$ cat src/rtl/controle_pkg.sv
// controle_pkg: opcodes, functs, FSM states and ALU codes shared by the MIPS multicycle control
package controle_pkg;
  localparam logic [5:0] OP_R    = 6'b000000;
  localparam logic [5:0] OP_LW   = 6'b100011;
  localparam logic [5:0] OP_SW   = 6'b101011;
  localparam logic [5:0] OP_BEQ  = 6'b000100;
  localparam logic [5:0] OP_BNE  = 6'b000101;
  localparam logic [5:0] OP_ADDI = 6'b001000;
  localparam logic [5:0] OP_J    = 6'b000010;
  localparam logic [5:0] FN_ADD  = 6'b100000;
  localparam logic [5:0] FN_SUB  = 6'b100010;
  localparam logic [5:0] FN_AND  = 6'b100100;
  localparam logic [5:0] FN_OR   = 6'b100101;
  localparam logic [5:0] FN_SLT  = 6'b101010;
  typedef enum logic [3:0] {
    FETCH, DECODE, MEMADR, MEMRD, MEMWB, MEMWR, RTYPEEX,
    RTYPEWB, BEQEX, BNEEX, ADDIEX, ADDIWB, JEX
  } state_t;
  typedef logic [1:0] aluop_t;
  localparam aluop_t ALUOP_ADD   = 2'b00;
  localparam aluop_t ALUOP_SUB   = 2'b01;
  localparam aluop_t ALUOP_FUNCT = 2'b10;
  localparam logic [2:0] ALU_AND = 3'b000;
  localparam logic [2:0] ALU_OR  = 3'b001;
  localparam logic [2:0] ALU_ADD = 3'b010;
  localparam logic [2:0] ALU_SUB = 3'b110;
  localparam logic [2:0] ALU_SLT = 3'b111;
endpackage

$ cat src/rtl/controle_aludec.sv
// aludec: maps ALUOp and funct to the ALU operation code
module aludec
  import controle_pkg::*;
(
  input  aluop_t     aluop,
  input  logic [5:0] funct,
  output logic [2:0] alu_control
);
  logic [2:0] fn_op;
  always_comb begin
    fn_op = (funct == FN_ADD) ? ALU_ADD :
            (funct == FN_SUB) ? ALU_SUB :
            (funct == FN_AND) ? ALU_AND :
            (funct == FN_OR)  ? ALU_OR  :
            (funct == FN_SLT) ? ALU_SLT : ALU_AND;
    alu_control = (aluop == ALUOP_SUB)   ? ALU_SUB :
                  (aluop == ALUOP_FUNCT) ? fn_op   : ALU_ADD;
  end
endmodule

$ cat src/rtl/controle.sv
// controle: multicycle MIPS main control, Moore FSM decoder plus ALU decoder
module controle
  import controle_pkg::*;
(
  input  logic       clk,
  input  logic       rst,
  input  logic [5:0] opcode,
  input  logic [5:0] funct,
  output logic       MemtoReg,
  output logic       RegDst,
  output logic       IorD,
  output logic       ALUSrcA,
  output logic       IRWrite,
  output logic       MemWrite,
  output logic       PCWrite,
  output logic       Branch,
  output logic       RegWrite,
  output logic       BranchNE,
  output logic [1:0] PCSrc,
  output logic [1:0] ALUSrcB,
  output logic [2:0] ALUControl
);
  state_t state, next;
  aluop_t aluop;
  always_ff @(posedge clk or negedge rst)
    if (!rst) state <= FETCH;
    else state <= next;
  always_comb begin
    next = FETCH;
    case (state)
      FETCH:   next = DECODE;
      DECODE:  next = (opcode == OP_LW || opcode == OP_SW) ? MEMADR :
                      (opcode == OP_R)    ? RTYPEEX :
                      (opcode == OP_BEQ)  ? BEQEX   :
                      (opcode == OP_BNE)  ? BNEEX   :
                      (opcode == OP_ADDI) ? ADDIEX  :
                      (opcode == OP_J)    ? JEX     : FETCH;
      MEMADR:  next = (opcode == OP_LW) ? MEMRD : (opcode == OP_SW) ? MEMWR : FETCH;
      MEMRD:   next = MEMWB;
      RTYPEEX: next = RTYPEWB;
      ADDIEX:  next = ADDIWB;
      default: next = FETCH;
    endcase
  end
  always_comb begin
    MemtoReg = 1'b0;
    RegDst   = 1'b0;
    IorD     = 1'b0;
    ALUSrcA  = 1'b0;
    IRWrite  = 1'b0;
    MemWrite = 1'b0;
    PCWrite  = 1'b0;
    Branch   = 1'b0;
    RegWrite = 1'b0;
    BranchNE = 1'b0;
    PCSrc    = 2'b00;
    ALUSrcB  = 2'b00;
    aluop    = ALUOP_ADD;
    case (state)
      FETCH: begin
        ALUSrcB = 2'b01;
        IRWrite = 1'b1;
        PCWrite = 1'b1;
      end
      DECODE:  ALUSrcB = 2'b11;
      MEMADR: begin
        ALUSrcA = 1'b1;
        ALUSrcB = 2'b10;
      end
      MEMRD:   IorD = 1'b1;
      MEMWB: begin
        MemtoReg = 1'b1;
        RegWrite = 1'b1;
      end
      MEMWR: begin
        IorD     = 1'b1;
        MemWrite = 1'b1;
      end
      RTYPEEX: begin
        ALUSrcA = 1'b1;
        aluop   = ALUOP_FUNCT;
      end
      RTYPEWB: begin
        RegDst   = 1'b1;
        RegWrite = 1'b1;
      end
      BEQEX: begin
        ALUSrcA = 1'b1;
        aluop   = ALUOP_SUB;
        PCSrc   = 2'b01;
        Branch  = 1'b1;
      end
      BNEEX: begin
        ALUSrcA  = 1'b1;
        aluop    = ALUOP_SUB;
        PCSrc    = 2'b01;
        BranchNE = 1'b1;
      end
      ADDIEX: begin
        ALUSrcA = 1'b1;
        ALUSrcB = 2'b10;
      end
      ADDIWB:  RegWrite = 1'b1;
      JEX: begin
        PCSrc   = 2'b10;
        PCWrite = 1'b1;
      end
      default: ;
    endcase
  end
  aludec u_aludec (.aluop(aluop), .funct(funct), .alu_control(ALUControl));
endmodule

$ cat config.mk
export PLATFORM = sky130hd
export DESIGN_NAME = controle
export DESIGN_NICKNAME = d
export VERILOG_FILES = /design/src/rtl/controle_pkg.sv /design/src/rtl/controle_aludec.sv /design/src/rtl/controle.sv
export SDC_FILE = /design/constraint.sdc
export NUM_CORES = 1
export LEC_CHECK = 0
export CAP_MARGIN = 20
export CORE_MARGIN = 4
export CORE_UTILIZATION = 39
export DETAILED_ROUTE_END_ITERATION = 12
export HOLD_SLACK_MARGIN = 0.08
export PLACE_DENSITY = 0.82
export REMOVE_ABC_BUFFERS = 1
export SYNTH_ARGS = -nofsm -noshare
export SYNTH_HDL_FRONTEND = slang
export SYNTH_HIERARCHICAL = 1
export SYNTH_SLANG_ARGS = --single-unit
$ cat constraint.sdc
create_clock -name clk -period 5.1 [get_ports clk]
set_input_delay 1.275 -clock clk [delete_from_list [all_inputs] [get_ports clk]]
set_output_delay 1.275 -clock clk [all_outputs]
set_load 0.02 [all_outputs]
* Word-level counts from Yosys, hierarchy flattened
Index checks and enable logic that the tools add are counted.
Widths: inputs -> output; s select.
** Operators by class
- Reduce and logical (&&, ||, !) cells :: 9
- Muxes and demuxes :: 29
- Equality and inequality tests :: 25
** Operators with widths (number)
- $eq 6x6->1 const B :: 7
- $mux 3 :: 9
- $mux 4 :: 6
- $pmux 4 s6 :: 1
- $eq 4x4->1 const B :: 5
- $eq 4x3->1 const B :: 4
- $eq 6x3->1 const B :: 2
- $mux 1 :: 10
- $eq 4x2->1 const B :: 2
- $pmux 2 s2 :: 2
- $reduce_or 2->1 :: 4
- $eq 6x2->1 const B :: 1
- $eq 6x4->1 const B :: 1
- $logic_not 6->1 :: 1
- $pmux 2 s3 :: 1
- $reduce_or 5->1 :: 1
- $eq 4x1->1 const B :: 1
- $logic_not 4->1 :: 1
- $reduce_or 3->1 :: 1
- $eq 2x1->1 const B :: 1
- $eq 2x2->1 const B :: 1
- $logic_or 1x1->1 :: 1
** Storage, ports and cells
- Flip-flop bits (word level) :: 4
- Logic and storage cells :: 64
- Output and inout bits :: 17
- Bits of input ports :: 14

* Logic depth before layout (Yosys ltp)
Gate-level depths: netlist (run 1).
- Depth in word-level cells :: 8
- Mapped depth :: 5
- Gate-level depth less buffers :: 4

* By module
Netlist (run 1), hierarchy kept.
** Modules (own cells, without submodules)
- controle :: cells an instance 60, sequential area each 100.1 um2, area each 450.4 um2, instances 1
- aludec :: cells an instance 11, sequential area each 0.0 um2, area each 88.8 um2, instances 1

* Worst setup path after synthesis (run 1)
Ideal clock, no wire load.
- Path type :: input to output
- From :: in funct[4]
- To :: out ALUControl[2]
- Setup slack :: 1.598 ns
- Cell stages on the path :: 2
- Path buffers :: 0
- Arrival time :: 2.227 ns
- Required time :: 3.825 ns
- Cells stage by stage :: or4b_4 o31ai_2
** Between the ends
- Cells in the longest elaborated chain, start to end :: 8
- Elaborated cells on any way between the ends :: 12
- Classes of those cells :: 5 x eq/ne; 7 x mux
** RTL lines
- start, declared :: line controle.sv:8 : input logic [5:0] funct,
- $eq 6x6->1 :: line controle_aludec.sv:15 : (funct == FN_SLT) ? ALU_SLT : ALU_AND;
- $mux 3 :: line controle_aludec.sv:15
- $mux 3 :: line controle_aludec.sv:14 : (funct == FN_OR) ? ALU_OR :
- $mux 3 :: line controle_aludec.sv:13 : (funct == FN_AND) ? ALU_AND :
- $mux 3 :: line controle_aludec.sv:12 : (funct == FN_SUB) ? ALU_SUB :
- $mux 3 (*) :: line controle_aludec.sv:11 : fn_op = (funct == FN_ADD) ? ALU_ADD :
- $mux 3 (*) :: line controle_aludec.sv:17 : (aluop == ALUOP_FUNCT) ? fn_op : ALU_ADD;
- $mux 3 (*) :: line controle_aludec.sv:16 : alu_control = (aluop == ALUOP_SUB) ? ALU_SUB :
- end, declared :: line controle.sv:21 : output logic [2:0] ALUControl
Mark *: on every way between the ends. The rest lies on a longest branch, timed or not.

* Worst setup path after layout (run 1)
Same ends and word-level chain as after synthesis.

==> out/summary.txt, run 1 <==
Result of the run = finished, final reports clean
Class of the most critical setup path = input pin to output pin
Number of clock sinks = 4
Worst Slack Setup Final = 0.7206 ns
CTS resizes = 0
Wirelength, routed = 1456 um
Dpl hpwl = 1212 um
RePlAce Congestion = 0.7299
Top-level I/O count = 31
Async set-reset flop share out of synthesis = 1.000
Critical Path End Type = output pin
Register clock-pin slew on the reported worst setup and hold paths = 0.04 ns
Yosys warnings = 6
Synth-to-Final Area Change = 57.77%
Count of input and output buffers = 30
Clock tree from TritonCTS = done
# Post-CTS Setup Buffers = 0
H-tree level count = 1
Largest net degree at the start of global routing = 14
Setup total negative slack = 0 ns
Violation count after the first detailed-route iteration = 12
Number of nets in the layout = 115
Slew HR = 0.7224
Total number of vias = 624
PwrDens = 261.3 nW/um^2
Hold bufs inserted after CTS = 0
Number of iterations in the first detailed-routing pass = 4
Number of distinct standard cells referenced by the synthesized netlist = 38
Syn avg cell area = 7.595 um^2
Pleak = 0.3230 nW
Die area = 2042 um^2
GRT Total Usage = 0.1557
DR WL/cell = 12.77 um
Clk_lat worst skew = 0.23 ns
Total count of hold-check failures in the final report = 0
Number of max-cap violations = 0
Min Hold Slack = 0.8270 ns
Initial core utilization = 0.4144
Achievable clock frequency = 228.3 MHz
Area post-placement = 828.3 um^2
Minimum clock period = 4.379 ns
Final non-filler cell area = 850.8 um^2
Count of state elements after synthesis = 4
Dpl ws = 0.7036 ns
CP startpoint kind = input pin
Horizontal die dimension = 45.19 um
Vias in the first global route = 591
Portion of the clock cycle consumed by the worst path in the final layout = 0.8587
Number of synthesized flops with an enable pin = 0
Leading registers by flop count = state: 4 flops
Register area share after synthesis = 0.1856
Post-route core utilization = 0.6538
Site Rows = 13
Inserted Diodes = 0
Largest clock skew in the final design = 0.001537 ns
DRC violation count after routing = 0
Unrepaired setup endpoints after global routing = false
Most flop-heavy register = state
Final setup violation count = 0
Buffers from clock root to sink, at most = 2
Data required time of the critical path = 3.83 ns
Number of clock buffers inserted by TritonCTS = 3
Actual slew at the worst max-slew pin = 0.4164 ns
Proportion of layout cells with a drive suffix above 1 = 0.09091
Mapped Area = 539.3 um^2
Root cell of the clock tree = sky130_fd_sc_hd__clkbuf_4
Floorplan Core Area = 1301 um^2
Arrival time at the worst endpoint = 3.10 ns
Global-route wire length before repair = 2435 um
Largest register FFs = 4
Overflow left after global routing = 0
DIE HEIGHT = 45.19 um
Biggest fanout along the worst timing path = 2
Synthesized instance count = 71
Via density per instance = 5.474
Final Slew Violations = 0
Antenna viol nets, final = 0
Predominant post-synthesis flop cell = sky130_fd_sc_hd__dfrtp_1
Number of antenna violations at the first check in global routing = 0
Largest vdd supply drop = 0.1885 mV
Class of the tightest hold or removal check = register to register
final timing paths:
| check | slack, ns | cells past startpoint | from | end |
|---|---|---|---|---|
| setup / recovery | 0.72 | 4 | funct[4] | ALUControl[2] |
| hold / removal | 0.83 | 3 | state[3] | state[1] |
| setup reg to reg | 3.20 | 4 | state[1] | state[1] |
| hold reg to reg | 0.83 | 3 | state[3] | state[1] |
| max in group asynchronous | 3.70 | 1 | rst | state[1] |
| min in group asynchronous | 1.24 | 1 | rst | state[3] |
power by group:
group | switching, mW | internal, mW
Sequential | 0.0187 | 0.0371
Combinational | 0.0617 | 0.0673
Clock | 0.0113 | 0.0262
Total | 0.0917 | 0.131
logic make-up (layout without fill, tap and decap cells):
group | Yosys count | in the layout | share of synthesized area
flops | 4 | 4 | 0.1856
xor+xnor | 3 | 3 | 0.04873
compound gates | 15 | 15 | 0.2158
simple gates | 41 | 41 | 0.4733
buf+inv | 8 | 36 | 0.07657
Yosys cell counts, drive strengths merged, types with 3 or more instances:
cell / number / share of area
nor2: 10 / 0.084
nand2b: 6 / 0.084
nand2: 5 / 0.035
nor3: 5 / 0.046
dfrtp: 4 / 0.19
a21oi: 3 / 0.028
buf: 3 / 0.042
inv: 3 / 0.021
nor2b: 3 / 0.035
cells in the final DEF (no fill, tap or decap), types with 2 or more instances in the layout:
cell type,instances
sky130_fd_sc_hd__nor4bb_1,2
sky130_fd_sc_hd__a21oi_1,3
sky130_fd_sc_hd__dfrtp_1,4
sky130_fd_sc_hd__or4b_4,2
sky130_fd_sc_hd__clkdlybuf4s50_1,30
sky130_fd_sc_hd__clkbuf_4,3
sky130_fd_sc_hd__nor2b_1,3
sky130_fd_sc_hd__nand2_1,5
sky130_fd_sc_hd__nor2_1,9
sky130_fd_sc_hd__nor3_1,5
sky130_fd_sc_hd__xor2_1,2
sky130_fd_sc_hd__inv_1,3
sky130_fd_sc_hd__nand2b_1,5
cell type report:
cell class | instances | area [um^2]
Tap cell | 15 | 18.77
Multi-Input combinational cell | 59 | 397.9
Fill cell | 124 | 450.4
Sequential cell | 4 | 100.1
Inverter | 3 | 11.26
Clock buffer | 3 | 22.52
Timing Repair Buffer | 30 | 300.3
worst max-delay path, stage by stage:
cell,delay (ns)
sky130_fd_sc_hd__clkdlybuf4s50_1,0.43
sky130_fd_sc_hd__or4b_4,0.55
sky130_fd_sc_hd__o31ai_2,0.22
sky130_fd_sc_hd__clkdlybuf4s50_1,0.64
through the flow:
| stage | total power, mW | std cells |
|---|---|---|
| after floorplan | 0.1247 | 66 |
| after global placement | 0.1834 | 111 |
| after detailed placement | 0.1858 | 111 |
| after CTS | 0.2239 | 114 |
| after global routing | 0.2398 | 114 |
| final | 0.2223 | 114 |
metal layers:
layer | share of wire | vias up | GRT usage | wire (um)
li1 | - | 317 | - | -
met1 | 0.44 | 289 | 0.2067 | 643
met5 | 0 | - | 0 | 0
met3 | 0.056 | 0 | 0.02789 | 81
met2 | 0.50 | 18 | 0.2542 | 731
met4 | 0 | 0 | 0.04678 | 0
No activity file was read; power rests on OpenSTA's default activity.
==> inputs of run 2 (changes only) <==
--- a/config.mk
+++ b/config.mk
@@ -7,10 +7,11 @@
 export LEC_CHECK = 0
 export CAP_MARGIN = 20
 export CORE_MARGIN = 4
-export CORE_UTILIZATION = 39
+export CORE_UTILIZATION = 41
+export CTS_BUF_LIST = sky130_fd_sc_hd__clkbuf_4 sky130_fd_sc_hd__clkbuf_8
 export DETAILED_ROUTE_END_ITERATION = 12
 export HOLD_SLACK_MARGIN = 0.08
-export PLACE_DENSITY = 0.82
+export PLACE_DENSITY = 0.86
 export REMOVE_ABC_BUFFERS = 1
 export SYNTH_ARGS = -nofsm -noshare
 export SYNTH_HDL_FRONTEND = slang
==> out/summary.txt, run 2 (same netlist as run 1, synthesis figures left out) <==
Final setup violation count = 0 (unchanged)
Dpl hpwl = 1247 um (+2.9%)
Inserted Diodes = 0 (unchanged)
Critical Path End Type = output pin
Global-route wire length before repair = 2622 um (+7.7%)
Horizontal die dimension = 44.27 um (-2.0%)
Total count of hold-check failures in the final report = 0 (unchanged)
Class of the most critical setup path = input pin to output pin
Worst Slack Setup Final = 0.7177 ns (-0.002921 ns)
Dpl ws = 0.7156 ns (+0.01195 ns)
Violation count after the first detailed-route iteration = 14 (+2)
Overflow left after global routing = 0 (unchanged)
Setup total negative slack = 0 ns (unchanged)
Dominant delay contributor by cell family on the critical path = buffers and inverters
Cell type of the slowest stage on the worst timing path = sky130_fd_sc_hd__clkdlybuf4s50_1
Result of the run = finished, final reports clean
Antenna viol nets, final = 0 (unchanged)
Leading registers by flop count = state: 4 flops
Number of max-cap violations = 0 (unchanged)
Data required time of the critical path = 3.83 ns (about the same)
Site Rows = 12 (-1)
Reg-to-reg endpoint = state[1]
PwrDens = 264.9 nW/um^2 (+1.4%)
Worst R2R Path Depth = 4 (unchanged)
GRT Total Usage = 0.1833 (+0.02767)
Total number of vias = 613 (-1.8%)
DR WL/cell = 13.19 um (+3.2%)
Wirelength, routed = 1490 um (+2.3%)
Arrival time at the worst endpoint = 3.11 ns (about the same)
Count of input and output buffers = 30 (unchanged)
Hold bufs inserted after CTS = 0 (unchanged)
Die area = 1959 um^2 (-4.0%)
Largest incremental delay on the critical path = 0.63 ns (about the same)
Slew HR = 0.7305 (+0.008073)
Proportion of layout cells with a drive suffix above 1 = 0.09091 (unchanged)
Number of antenna violations at the first check in global routing = 0 (unchanged)
Number of iterations in the first detailed-routing pass = 2 (-2)
Clk_lat worst skew = 0.24 ns (about the same)
Most prevalent standard cell on the critical path = sky130_fd_sc_hd__clkdlybuf4s50_1
Number of clock sinks = 4 (unchanged)
Cell depth of the worst min-delay path = 3 (unchanged)
Initial core utilization = 0.4605 (+0.04605)
Top-level I/O count = 31 (unchanged)
Unrepaired setup endpoints after global routing = false
Leading cell type in the layout, fill and taps excluded = sky130_fd_sc_hd__clkdlybuf4s50_1
Largest vdd supply drop = 0.2200 mV (+17%)
Pleak = 0.3230 nW (unchanged)
Launch point of the worst reg-to-reg path = state[1]
H-tree level count = 1 (unchanged)
Sum of buffers and inverters on the critical path = 2 (unchanged)
Clock tree from TritonCTS = done
Number of nets in the layout = 115 (unchanged)
Largest clock skew in the final design = 0.004959 ns (+0.003422 ns)
Multi-input gate area = 397.9 um^2 (unchanged)
# Post-CTS Setup Buffers = 0 (unchanged)
Minimum clock period = 4.382 ns (+0.002921 ns)
Largest net degree at the start of global routing = 14 (unchanged)
CTS resizes = 0 (unchanged)
Crit-path cells = clkdlybuf4s50_1, or4b_4, o31ai_2, clkdlybuf4s50_1
Fill cell count = 110 (-11%)
Final Slew Violations = 0 (unchanged)
Portion of the clock cycle consumed by the worst path in the final layout = 0.8593 (about the same)
Vias in the first global route = 581 (-1.7%)
Total area of sequential cells = 100.1 um^2 (unchanged)
DRC violation count after routing = 0 (unchanged)
Commonest cells after routing, fill and taps aside = 30 x sky130_fd_sc_hd__clkdlybuf4s50_1, 9 x sky130_fd_sc_hd__nor2_1, 5 x sky130_fd_sc_hd__nand2b_1, 5 x sky130_fd_sc_hd__nand2_1, 5 x sky130_fd_sc_hd__nor3_1
Number of clock buffers inserted by TritonCTS = 3 (unchanged)
Synth-to-Final Area Change = 57.54%
DIE HEIGHT = 44.27 um (-2.0%)
Worst setup slack for register-to-register paths = 3.23 ns (+0.03 ns)
Floorplan Core Area = 1171 um^2 (-10%)
Actual slew at the worst max-slew pin = 0.4043 ns (-0.01211 ns)
Buffers from clock root to sink, at most = 2 (unchanged)
Root cell of the clock tree = sky130_fd_sc_hd__clkbuf_4
Achievable clock frequency = 228.2 MHz (about the same)
Hold wc startpoint = state[3]
CP startpoint kind = input pin
Class of the tightest hold or removal check = register to register
Critical Path Source = funct[0]
Largest register FFs = 4 (unchanged)
Most flop-heavy register = state
Worst Hold End = state[1]
Via density per instance = 5.425 (-0.89%)
Register clock-pin slew on the reported worst setup and hold paths = 0.04 ns (about the same)
Biggest fanout along the worst timing path = 3 (+1)
RePlAce Congestion = 0.7693 (+5.4%)
run 2: cell counts in the layout (fill, tap and decap cells not counted):
No cell type changed its count.
run 2: worst max path at each step:
stage / slack [ns] / end / cells past startpoint
floorplan: 1.60 / ALUControl[2] / 2
global placement: 0.74 / ALUControl[2] / 4
detailed placement: 0.72 / ALUControl[2] / 4
finish: 0.72 / ALUControl[2] / 4
global route: 0.62 / ALUControl[2] / 4
CTS: 0.71 / ALUControl[2] / 4
run 2: worst register-to-register path: stages, from the launching register on:
cell and delay, ns:
sky130_fd_sc_hd__dfrtp_1 0.50, sky130_fd_sc_hd__nand2b_4 0.21, sky130_fd_sc_hd__or4b_4 0.55, sky130_fd_sc_hd__or4_1 0.44, sky130_fd_sc_hd__o211ai_2 0.09
run 2: metrics by stage:
stage	utilization	hold slack [ns]	cells	cell area, um^2	power, mW
floorplan	-	0.7261	66	509.2	0.1247
global placement	0.7062	0.8021	110	827.0	0.1833
detailed placement	0.7062	0.8023	110	827.0	0.1848
CTS	0.7254	0.8174	113	849.6	0.2277
global route	0.7254	0.8747	113	849.6	0.2431
finish	0.7254	0.8268	113	849.6	0.2251
run 2: where the power goes:
group,switching (mW),internal (mW),total (mW)
combinational,0.0621,0.0673,0.129
clock,0.0138,0.0264,0.0402
sequential,0.0183,0.0371,0.0554
run 2: layer usage:
metal  vias to the layer above  track usage  part of all wire  wire length [um]
li1                        321            -                 -                 -
met4                         0       0.1084             0.014                21
met5                         -            0                 0                 0
met1                       268       0.2127              0.43               645
met3                         3      0.03659             0.050                75
met2                        21       0.3081              0.50               748
run 2: area by class of cell:
class / instances / share of cell area
multi-input cells: 59 / 0.4683
repair buffers: 30 / 0.3535
flip-flops and latches: 4 / 0.1178
clock buffers: 3 / 0.02651
well taps: 14 / 0.02062
inverters: 3 / 0.01325
==> inputs of run 3 (changes only) <==
--- a/config.mk
+++ b/config.mk
@@ -6,7 +6,7 @@
 export NUM_CORES = 1
 export LEC_CHECK = 0
 export CAP_MARGIN = 20
-export CORE_MARGIN = 4
+export CORE_MARGIN = 1.5
 export CORE_UTILIZATION = 41
 export CTS_BUF_LIST = sky130_fd_sc_hd__clkbuf_4 sky130_fd_sc_hd__clkbuf_8
 export DETAILED_ROUTE_END_ITERATION = 12
==> out/summary.txt, run 3 (same netlist as run 1, synthesis figures left out) <==
Multi-input gate area = 397.9 um^2 (unchanged)
DRC violation count after routing = 0 (unchanged)
Met1 GRT Util = 0.2813 (+0.06854)
Largest vdd supply drop = 0.2341 mV (+6.4%)
Dominant delay contributor by cell family on the critical path = buffers and inverters
Leading registers by flop count = state: 4 flops
Dpl ws = 0.6981 ns (-0.01750 ns)
Final non-filler cell area = 849.6 um^2 (unchanged)
Vias in the first global route = 503 (-13%)
Crit-path cells = clkdlybuf4s50_1, or4b_4, o31ai_2, clkdlybuf4s50_1
Total number of vias = 633 (+3.3%)
Site Rows = 12 (unchanged)
Global route hottest layer = met2
Setup total negative slack = 0 ns (unchanged)
RePlAce Congestion = 0.7440 (-3.3%)
Worst Slack Setup Final = 0.7068 ns (-0.01085 ns)
Final setup violation count = 0 (unchanged)
Launch point of the worst reg-to-reg path = state[1]
Number of antenna violations at the first check in global routing = 0 (unchanged)
Number of iterations in the first detailed-routing pass = 4 (+2)
Largest register FFs = 4 (unchanged)
Most flop-heavy register = state
Area post-placement = 827.0 um^2 (unchanged)
Inserted Diodes = 0 (unchanged)
Unrepaired setup endpoints after global routing = false
Number of nets in the layout = 115 (unchanged)
Buffers from clock root to sink, at most = 2 (unchanged)
Largest incremental delay on the critical path = 0.64 ns (about the same)
Sum of buffers and inverters on the critical path = 2 (unchanged)
Arrival time at the worst endpoint = 3.12 ns (about the same)
PwrDens = 260.9 nW/um^2 (-1.5%)
Synth-to-Final Area Change = 57.54% (unchanged)
Post-layout instance count excluding filler cells = 113 (unchanged)
Wirelength, routed = 1362 um (-8.6%)
Critical Path End Type = output pin
Violation count after the first detailed-route iteration = 18 (+4)
Clock tree from TritonCTS = done
Hold wc startpoint = state[3]
Horizontal die dimension = 39.27 um (-11%)
Class of the most critical setup path = input pin to output pin
Actual slew at the worst max-slew pin = 0.4074 ns (+0.003123 ns)
Class of the tightest hold or removal check = register to register
Total area of sequential cells = 100.1 um^2 (unchanged)
Final Slew Violations = 0 (unchanged)
Dpl hpwl = 1122 um (-10%)
DIE HEIGHT = 39.27 um (-11%)
Leading cell type in the layout, fill and taps excluded = sky130_fd_sc_hd__clkdlybuf4s50_1
Floorplan Core Area = 1171 um^2 (unchanged)
Total count of hold-check failures in the final report = 0 (unchanged)
Number of clock buffers inserted by TritonCTS = 3 (unchanged)
Achievable clock frequency = 227.6 MHz (-0.25%)
CP startpoint kind = input pin
Via density per instance = 5.602 (+3.3%)
Global-route wire length before repair = 2132 um (-19%)
Number of max-cap violations = 0 (unchanged)
GRT Total Usage = 0.1988 (+0.01548)
Biggest fanout along the worst timing path = 3 (unchanged)
Cell type of the slowest stage on the worst timing path = sky130_fd_sc_hd__clkdlybuf4s50_1
CTS resizes = 0 (unchanged)
Slew HR = 0.7284 (-0.002082)
Count of input and output buffers = 30 (unchanged)
Initial core utilization = 0.4605 (unchanged)
Overflow left after global routing = 0 (unchanged)
# Post-CTS Setup Buffers = 0 (unchanged)
Placed cell count = 110 (unchanged)
Root cell of the clock tree = sky130_fd_sc_hd__clkbuf_4
Largest clock skew in the final design = 0.001323 ns (-0.003636 ns)
Proportion of layout cells with a drive suffix above 1 = 0.09091 (unchanged)
Number of clock sinks = 4 (unchanged)
Post-route core utilization = 0.7254 (unchanged)
Clk_lat worst skew = 0.23 ns (about the same)
Portion of the clock cycle consumed by the worst path in the final layout = 0.8614 (+0.002128)
Result of the run = finished, final reports clean
Fill cell count = 110 (unchanged)
Top-level I/O count = 31 (unchanged)
Die area = 1542 um^2 (-21%)
DR WL/cell = 12.05 um (-8.6%)
Most prevalent standard cell on the critical path = sky130_fd_sc_hd__clkdlybuf4s50_1
Minimum clock period = 4.393 ns (+0.01086 ns)
Hold bufs inserted after CTS = 0 (unchanged)
Largest net degree at the start of global routing = 14 (unchanged)
Register clock-pin slew on the reported worst setup and hold paths = 0.04 ns (about the same)
Commonest cells after routing, fill and taps aside = 30 x sky130_fd_sc_hd__clkdlybuf4s50_1, 9 x sky130_fd_sc_hd__nor2_1, 5 x sky130_fd_sc_hd__nand2b_1, 5 x sky130_fd_sc_hd__nand2_1, 5 x sky130_fd_sc_hd__nor3_1
Antenna viol nets, final = 0 (unchanged)
Total power consumption of the routed design = 221.7 uW (-1.5%)
Data required time of the critical path = 3.83 ns (about the same)
Critical Path Source = funct[0]
Met2 Track Usage GR = 0.3208 (+0.01269)
H-tree level count = 1 (unchanged)
Pleak = 0.3230 nW (unchanged)
GRT met3 Usage = 0.01705 (-0.01954)
Min Hold Slack = 0.8247 ns (-0.002102 ns)
[run 3: cell counts in the layout (fill, tap and decap cells not counted)]
No cell type changed its count.
[run 3: worst paths after layout]
kind	endpoint	slack, ns	cells past startpoint
max in group asynchronous	state[0]	3.68	1
setup / recovery	ALUControl[2]	0.71	4
hold / removal	state[1]	0.82	3
setup reg to reg	state[1]	3.22	4
hold reg to reg	state[1]	0.82	3
min in group asynchronous	state[3]	1.25	1
[run 3: cell type report]
type	instances	share of cell area
inverter	3	0.01325
multi-input combinational	59	0.4683
timing repair buffer	30	0.3535
tap	14	0.02062
clock buffer	3	0.02651
sequential	4	0.1178
[run 3: metal layers]
layer	routed length [um]	vias to the layer above
met3	53	0
met1	634	294
met5	0	-
met2	674	22
li1	-	317
met4	0	0
[run 3: power by group]
group          switching (mW)  total, mW  internal, mW
Clock                  0.0111     0.0373        0.0262
Sequential             0.0190     0.0561        0.0371
Combinational          0.0609      0.128        0.0673
Total                  0.0910      0.222         0.131
[run 3: worst min-delay path, stage by stage, from the launching register on]
cell and delay [ns]:
sky130_fd_sc_hd__dfrtp_1 0.53, sky130_fd_sc_hd__nor2_4 0.07, sky130_fd_sc_hd__nand3_1 0.09, sky130_fd_sc_hd__o211ai_2 0.08
